==> src/rtl/mem_io_sequencer.sv <==
// mem_io_sequencer: sequences one SRAM read/write per request over WAIT_CYCLES strobe cycles and returns read data to the MDR mux.
//   Clk, Reset (async, active-low)       : clock and reset
//   mem_req, mem_we, MAR, MDR            : request, direction, address and write data, sampled in IDLE
//   Data_from_SRAM                       : SRAM read data
//   MDR_In, MIO_EN                       : registered read data and MDR mux select (high in DONE for reads)
//   mem_done, busy                       : one-cycle completion pulse, not-IDLE indicator
//   ADDR, Data_to_SRAM, CE_N, OE_N, WE_N : SRAM address, write data and active-low strobes
//   Switches, HEX_out                    : memory-mapped I/O ports, present only when MMIO_EN is defined
// Build option: define MMIO_EN to decode IO_ADDR as the switch/hex I/O location instead of SRAM.
module mem_io_sequencer #(
    parameter int WAIT_CYCLES = 2
`ifdef MMIO_EN
    ,
    parameter logic [15:0] IO_ADDR = 16'hFFFF
`endif
) (
    input  logic        Clk,
    input  logic        Reset,
    input  logic        mem_req,
    input  logic        mem_we,
    input  logic [15:0] MAR,
    input  logic [15:0] MDR,
    input  logic [15:0] Data_from_SRAM,
`ifdef MMIO_EN
    input  logic [15:0] Switches,
    output logic [15:0] HEX_out,
`endif
    output logic [15:0] MDR_In,
    output logic        MIO_EN,
    output logic        mem_done,
    output logic        busy,
    output logic [15:0] ADDR,
    output logic [15:0] Data_to_SRAM,
    output logic        CE_N,
    output logic        OE_N,
    output logic        WE_N
);
    typedef enum logic [1:0] {IDLE, ACCESS, DONE} state_t;
    state_t      state, state_n;
    logic [15:0] addr_q, wdata_q, rd_src;
    logic        we_q, io, last;
    logic [3:0]  cnt;
    assign last = (state == ACCESS) && (cnt == 4'd0);
`ifdef MMIO_EN
    assign io     = addr_q == IO_ADDR;
    assign rd_src = io ? Switches : Data_from_SRAM;
`else
    assign io     = 1'b0;
    assign rd_src = Data_from_SRAM;
`endif
    assign ADDR         = addr_q;
    assign Data_to_SRAM = wdata_q;
    always_ff @(posedge Clk or negedge Reset) begin
        if (!Reset) state <= IDLE;
        else        state <= state_n;
    end
    always_comb begin
        state_n  = state;
        CE_N     = 1'b1;
        OE_N     = 1'b1;
        WE_N     = 1'b1;
        mem_done = 1'b0;
        MIO_EN   = 1'b0;
        busy     = state != IDLE;
        case (state)
            IDLE:    state_n = mem_req ? ACCESS : IDLE;
            ACCESS: begin
                state_n = (cnt == 4'd0) ? DONE : ACCESS;
                // I/O accesses keep the SRAM deselected but follow the same timing
                CE_N    = io;
                OE_N    = io | we_q;
                WE_N    = io | ~we_q;
            end
            DONE: begin
                state_n  = IDLE;
                mem_done = 1'b1;
                MIO_EN   = ~we_q;
            end
            default: state_n = IDLE;
        endcase
    end
    always_ff @(posedge Clk or negedge Reset) begin
        if (!Reset) begin
            addr_q  <= '0;
            wdata_q <= '0;
            we_q    <= 1'b0;
            cnt     <= '0;
            MDR_In  <= '0;
        end else begin
            if (state == IDLE && mem_req) begin
                addr_q  <= MAR;
                wdata_q <= MDR;
                we_q    <= mem_we;
                cnt     <= 4'(WAIT_CYCLES - 1);
            end else if (state == ACCESS && cnt != 4'd0) begin
                cnt <= cnt - 4'd1;
            end
            if (last && !we_q) MDR_In <= rd_src;
        end
    end
`ifdef MMIO_EN
    // loaded on the edge entering DONE so the new value is visible during DONE
    always_ff @(posedge Clk or negedge Reset) begin
        if (!Reset)                 HEX_out <= '0;
        else if (last && we_q && io) HEX_out <= wdata_q;
    end
`endif
endmodule

==> config.mk <==
export PLATFORM = sky130hd
export DESIGN_NAME = mem_io_sequencer
export DESIGN_NICKNAME = d
export VERILOG_FILES = /design/src/rtl/mem_io_sequencer.sv
export SDC_FILE = /design/constraint.sdc
export NUM_CORES = 1
export LEC_CHECK = 0
export CORE_AREA = 5 5 81 83
export DETAILED_ROUTE_END_ITERATION = 10
export DIE_AREA = 0 0 86 88
export PLACE_DENSITY = 0.77
export SLEW_MARGIN = 20
export SYNTH_ARGS = -nofsm -noshare
export SYNTH_HDL_FRONTEND = slang
export SYNTH_SLANG_ARGS = --single-unit
==> constraint.sdc <==
create_clock -name Clk -period 2.44 [get_ports Clk]
set_clock_uncertainty 0.05 [all_clocks]
set_input_delay 0.61 -clock Clk [delete_from_list [all_inputs] [get_ports Clk]]
set_output_delay 0.61 -clock Clk [all_outputs]
set_load 0.02 [all_outputs]
==> results.txt, run 1 <==
Share of the synthesized netlist area taken by xor and xnor gates: 0. The netlist uses 23 different library cells. The die extent in x came out at 86 µm. TritonCTS built the clock tree.

The routed via count is 1746, and the diode insertion count for antenna repair is 0. Setup slack on the critical path of the routed design comes to 0.161 ns. For the placer's final routability congestion estimate, the log shows 0.724.

The run finished with clean final reports. In this run the standard cell core region covers 0.00578 mm². Destination of the worst register-to-register timing path: MDR_In[10]$_DFFE_PN0P_.

Number of antenna violations at the first check in global routing: 0. The tightest min-delay check is of the in2async type. Of all nets on the critical path, the largest fanout is 6. The height of the chip is 88 µm, and the number of clock buffers inserted by TritonCTS is 5. Counting instances in the post-synthesis netlist gives the leading cell types as nand2_1, dfrtp_1, mux2_4.

The detailed router finished its first iteration with 60 violations. The run gives 0.626 as the share of synthesized area occupied by flip-flops and latches. The critical path goes through nor2b_2, nand2b_1, clkdlybuf4s50_1. During synthesis, Yosys emitted a total of 0 warnings.

The largest stage delay on the critical path was 0.61 ns. Setup repair after global routing left no endpoint under its margin. The synthesized netlist cell count came out at 208. Library cell with the highest instance count after synthesis: nand2_1. The tools report the post-placement worst setup slack as 0.208 ns. Setup total negative slack on the finished layout was measured at 0 ns.

The count of flip-flops with a built-in enable after synthesis is 0. The tools report the category of the worst setup path capture point as an output pin. The leading register cell type out of synthesis is dfrtp_1. For the worst flop-to-flop path, the logic depth is 3. The multiplexer area fraction after synthesis is 0.108, and the half-perimeter wire length of the detailed placement result is 4.12 mm. The H-tree was split into 2 levels. The smallest clock period supported by the final layout is computed as 2.28 ns. Once the clock tree was built, the resizer swapped 0 gates to a different size. The setup slack on the worst flop-to-flop path was 0.24 ns.

The compound-gate portion of the synthesized area came out at 0.0165. The logs give 0.430 for the worst slew slack as a fraction of its limit and 0.249 for the global-route met2 utilization. In the routed design, unresolved DRC markers number 0.

The final layout contains 369 nets. The worst setup path is of the reg2out kind. The die covers 0.00757 mm². The global router's overall resource usage was 0.150; the number of global-route vias before repair was 1888. In this run the core area contains 28 standard-cell rows. The register clock-pin slew on the reported worst setup and hold paths came out at 0.09 ns. The run gives 261 as the number of nets in the synthesized netlist. The design draws 4.67 mW. Dividing the detail-routed via count by the number of cells gives 4.45.

The clock net in this run drives a total of 55 sinks. Synthesis-to-finish area growth: 56.9%. The finished layout holds 392 standard cells, fillers aside. The final period utilization works out to 0.934. For the worst setup path, the data required time is 1.78 ns.

Remaining global-route overflow: 0. The share of flip-flops with an asynchronous set or reset after synthesis works out to 1.00. After clock tree synthesis, the setup repair step added 0 buffers. For the cell count after placement, the log shows 384. For this run, the detailed router's first-pass iteration total came to 4. Synthesis inferred 55 register bits. A synthesized cell averages 10.6 µm². The layout cell share with drive strength beyond 1 works out to 0.107.

Setup violations remaining at the end of the flow were counted as 0. For this design the ratio of total power to cell area is 1350 mW/mm². The post-synthesis adder-cell area fraction came out at 0.00569. The startpoint identified for the worst register-to-register timing path is state[1]$_DFF_PN0_. The run gives 0.380 as the initial core utilization.

Simple-gate share of the synthesized area: 0.216. STA puts the critical path data arrival time at 1.62 ns. The number of port buffers was 105; the maximum buffer depth of the clock tree was 2.

The cell type with the largest total area after synthesis was dfrtp_1. For the maximum operating frequency, the log shows 0.439 GHz. The run gives 0 as the max-capacitance violation count.

The fraction of post-synthesis cell area in the top cell type by area was 0.626; the transition time of the tightest slew-check pin was 0.856 ns. The number of nets with antenna violations after routing was 0; the routing usage on met3 was 0.0480. The cell sitting at the root of the clock tree is a clkbuf_8. Across the VDD grid, the largest voltage drop is 608 µV. After detailed routing, the total wire length is 5.47 mm.

The dominant combinational cell family by area after synthesis was simple AND/OR/NAND/NOR gates. The count of endpoints failing hold in the final timing report is 0. The global-route met1 utilization came out at 0.192. For this design the top-level I/O count stands at 106. After detailed routing, the average wire length per cell comes to 14.0 µm.

The highest-utilization routing layer at the global route stage is met2. The tools report the nature of the critical path startpoint as a flop. The clock latency of the later-clocked register in the worst-skew pair is 0.29 ns, and the number of buffers inserted for hold repair after clock tree synthesis is 0. Yosys attributes the largest share of cell area to dfrtp_1, nand2_1, mux2_4. The global-route wire length before repair was 9.03 mm; the summed instance area of the synthesized netlist was 0.00220 mm². Count of final max-slew check failures: 0. Entering global routing, the biggest net connects 35 pins.

The run gives 1.66 nW as the leakage power figure. Library cell contributing the largest single delay on the critical path: clkdlybuf4s50_1.
## sequential cells by signal, indices dropped and copies added (netlist names)
register / cells
MDR_In: 16
ADDR: 16
Data_to_SRAM: 16
state: 2
cnt: 4
we_q: 1
## routing by layer
metal	vias to the layer above	part of all wire
met1	801	0.45
met5	-	0
met3	4	0.089
li1	863	-
met4	0	0.0093
met2	78	0.45
## stage by stage
stage | hold slack, ns | cell area [µm²] | utilization
2_1_floorplan | 0.264 | 2200 | -
3_3_place_gp | 0.361 | 3340 | 0.579
3_5_place_dp | 0.361 | 3340 | 0.579
4_1_cts | 0.0346 | 3440 | 0.596
5_1_grt | 0.0250 | 3450 | 0.597
6_report | 0.0447 | 3450 | 0.597
## how the worst max path moves through the flow
stage / to / start / cells past startpoint
floorplan: MDR_In[10]$_DFFE_PN0P_ / state[1]$_DFF_PN0_ / 5
global placement: cnt[1]$_DFFE_PN0P_ / mem_req / 5
detailed placement: cnt[1]$_DFFE_PN0P_ / mem_req / 5
CTS: MIO_EN / state[1]$_DFF_PN0_ / 3
global route: OE_N / state[0]$_DFF_PN0_ / 3
finish: OE_N / state[0]$_DFF_PN0_ / 3
## cell usage in the layout, fill, tap and decap left out, types with 2 or more instances in the layout
cell type,n
nand2_1,103
clkdlybuf4s50_1,103
dfrtp_1,55
mux2_4,10
clkbuf_8,7
mux2_2,6
buf_4,4
inv_1,3
nor2_1,3
nand2b_1,2
nor2b_1,2
mux2i_1,2
or3_1,2
## kinds of logic after synthesis
kind of cell | Yosys count
AOI/OAI and AO/OA | 5
adders and majority gates | 1
buffers and inverters | 12
DFF | 55
muxes | 18
and+or+nand+nor | 117
## where the power goes
| part | internal, mW | leakage, nW | switching (mW) |
|---|---|---|---|
| clock | 0.260 | 0.0515 | 0.274 |
| combinational | 1.27 | 0.943 | 1.24 |
| sequential | 1.36 | 0.670 | 0.271 |
## critical path: cells and delay by family (launching register included)
family | cells | cell delay, ns
buf+inv | 1 | 0.61
simple gates | 2 | 0.27
flops | 1 | 0.44
## cell type report
type	count	area, µm²
clock buffer	8	100
tap	75	93.8
inverter	3	11.3
timing repair buffer	110	1100
sequential	55	1380
fill	507	2330
multi-input combinational	141	769
Power figures use the tool's default switching activity.
==> run 2, diff against run 1 <==
--- a/config.mk
+++ b/config.mk
@@ -9,6 +9,7 @@
 export DETAILED_ROUTE_END_ITERATION = 10
 export DIE_AREA = 0 0 86 88
 export PLACE_DENSITY = 0.77
+export SETUP_SLACK_MARGIN = 0.1
 export SLEW_MARGIN = 20
 export SYNTH_ARGS = -nofsm -noshare
 export SYNTH_HDL_FRONTEND = slang
==> run 2 against run 1 <==
Against the previous run:
- register-to-register slack worse by 0.02 ns
- critical path depth down 1
- fmax down 0.21%
- combinational power about the same
- clock power about the same
- worst hold slack worse by 0.0011 ns
- wire length about the same
- final cell count unchanged
- clock-buffer cell count unchanged
- via count up 0.69%
- die area unchanged
==> results.txt, run 2 (synthesis results as in run 1) <==
The run finished with clean final reports. The logs give 1.79 mW for the net switching component of the power and 0.429 for the worst slew slack as a fraction of its limit. STA puts the critical path data required time at 1.78 ns. From synthesis to final layout, the design area changed by 57.0%. Wire segments on met2 add up to 2.46 mm in the final route. The critical path goes through or2_2, clkdlybuf4s50_1.

The count of final max-slew check failures came out at 0. At the pin with the least slew margin, the transition time is 0.856 ns. The completed layout was analyzed and its total power is 4.68 mW.

The final layout contains routed wiring with a total length of 5.47 mm. In the final routed layout, each cell accounts on average for 14.0 µm. The tools report the number of antenna violations at the first check in global routing as 0.

During I/O placement, the number of pins put on the boundary was 106. The core region is 0.00578 mm². VDD sags by at most 609 µV. The library cell contributing the largest single delay on the critical path was clkdlybuf4s50_1. TritonCTS created 5 clock buffers. For this design the ratio of total power to cell area is 1360 mW/mm². The remaining global-route overflow was 0; the global-route wire length before repair was 9.03 mm. The tools report the total die area as 0.00757 mm². The cell sitting at the root of the clock tree is a clkbuf_8.

In this run the post-CTS setup repair buffer count came out at 0. Counting along the longest clock path gives a buffer depth of 2. The combined buffer and inverter count along the critical path works out to 1.

The tools report the category of the worst setup path capture point as an output pin. The run gives 0.150 as the global router's overall resource usage. Measured in cells, the most critical reg-to-reg path has a length of 3. The number of port buffers was 105; the largest driver fanout on the critical path was 6.

The tools report the internal power component as 2.89 mW. The startpoint identified for the worst register-to-register timing path is state[1]$_DFF_PN0_. For the final routed database, the setup TNS stands at 0 ns. Before antenna repair, the detailed router went through 4 iterations. Row generation in the floorplan step produced 28 rows.

The height of the chip was 88 µm. Entering global routing, the biggest net connects 35 pins. The core occupancy in the finished layout was 0.597; the register clock-pin slew on the reported worst setup and hold paths was 0.09 ns. The critical path crosses 2 cells after its start point. The switching portion of total power came out at 0.382. TritonCTS built the clock tree. The setup-violating endpoint count in the final report is 0. The category of the most critical setup path was reg2out. CTS saw 55 sinks.

The detail route stage leaves a number of antenna-violating nets equal to 0. The tools report the destination of the worst register-to-register timing path as MDR_In[10]$_DFFE_PN0P_. In this run the static leakage power is 1.66 nW.

Registers take 0.00138 mm². The tightest min-delay check is of the in2async type. The number of global-route vias before repair came out at 1888. The multi-input combinational cells in the finished layout cover a total of 774 µm². Counting the fill cells in the layout gives 511. The half-perimeter wire length of the detailed placement result is 4.12 mm. In the routed layout, each cell is associated on average with a via count of 4.48. The diode insertion count for antenna repair is 0, and the sum of routed wire segments on met1 is 2.45 mm. Leaving out fill and tap cells, the most frequent cells in the layout are nand2_1, clkdlybuf4s50_1, dfrtp_1, mux2_4, clkbuf_8.

The routed via count came out at 1758. The count of endpoints failing hold in the final timing report came out at 0. Signal routing reaches up to met4. The logs give 0.115 for the fraction of power consumed by the clock network and 0.30 ns for the clock latency of the later-clocked register in the worst-skew pair.

For the met3 wire length, the log shows 515 µm. The placer's final routability congestion estimate came out at 0.724. The die is 86 µm wide. On the worst path, the slowest cell contributes a delay of 0.55 ns. The proportion of power drawn by flip-flops and latches was 0.349; the maximum operating frequency was 0.438 GHz. The combinational share of power came out at 0.537. Setup repair after global routing could not meet its margin everywhere. The tool flagged a number of max-cap violations equal to 0. At the end of the flow, the number of nets in the layout was 369. For this run, design rule violations remaining after detail routing come to 0. In this run the number of H-tree levels came out at 2. Data arrives at the worst endpoint at 1.62 ns. In this run, the number of DRC markers left after iteration 0 of detailed routing was 56. The tools report the initial core utilization as 0.380.

The critical path's top delay family is buffers and inverters. The worst setup path is launched from a flop. The final period utilization is 0.936.

The layout cell share with drive strength beyond 1 was 0.107. The setup slack on the worst flop-to-flop path was 0.22 ns; the time the worst path needs with I/O delays and setup was 2.28 ns.
run 2: cell types whose count changed in the layout (fill, tap and decap cells not counted), sizes merged:
| cell | change |
|---|---|
| dlygate4sd2 | +1 |
| dlymetal6s2s | -1 |
run 2: area by class of cell:
| type | count | share of cell area |
|---|---|---|
| Sequential cell | 55 | 0.399 |
| Multi-Input combinational cell | 141 | 0.224 |
| Tap cell | 75 | 0.0272 |
| Inverter | 3 | 0.00326 |
| Timing Repair Buffer | 110 | 0.317 |
| Clock buffer | 8 | 0.0290 |
run 2: power by group through the flow:
stage / clock network, mW / registers [mW] / logic, mW
finish: 0.537 / 1.63 / 2.51
global route: 0.588 / 1.70 / 2.72
CTS: 0.556 / 1.63 / 2.55
detailed placement: 0 / 1.64 / 2.54
global placement: 0 / 1.61 / 2.50
floorplan: 0 / 2.09 / 0.868
run 2: what timing repair did:
action                                  CTS  global route
resized for setup                         2             1
endpoints found under the setup margin    3             1
hold buffers                              0             0
run 2: metrics by stage:
step	instance area, µm²	hold WS [ns]	std cells	setup slack (ns)
final	3450	0.0436	392	0.156
after global routing	3450	0.0250	392	0.0908
after CTS	3450	0.0346	392	0.138
after detailed placement	3340	0.361	384	0.208
after global placement	3340	0.361	384	0.234
after floorplan	2200	0.264	208	0.551
run 2: worst max path at each step:
stage	slack, ns	startpoint	end
finish	0.16	state[1]$_DFF_PN0_	busy
global placement	0.23	mem_req	cnt[1]$_DFFE_PN0P_
CTS	0.14	state[0]$_DFF_PN0_	OE_N
global route	0.09	state[1]$_DFF_PN0_	busy
detailed placement	0.21	mem_req	cnt[1]$_DFFE_PN0P_
floorplan	0.55	state[1]$_DFF_PN0_	MDR_In[10]$_DFFE_PN0P_
run 2: layer usage:
metal | vias to the layer above | track usage
li1 | 865 | -
met1 | 806 | 0.192
met2 | 83 | 0.249
met3 | 4 | 0.0480
met4 | 0 | 0.0317
met5 | - | 0
run 2: worst reg2reg max path, delay by kind of cell (launching register included):
family | cells | cell delay (ns)
flops | 1 | 0.47
mux | 1 | 0.44
simple gates | 2 | 1.15
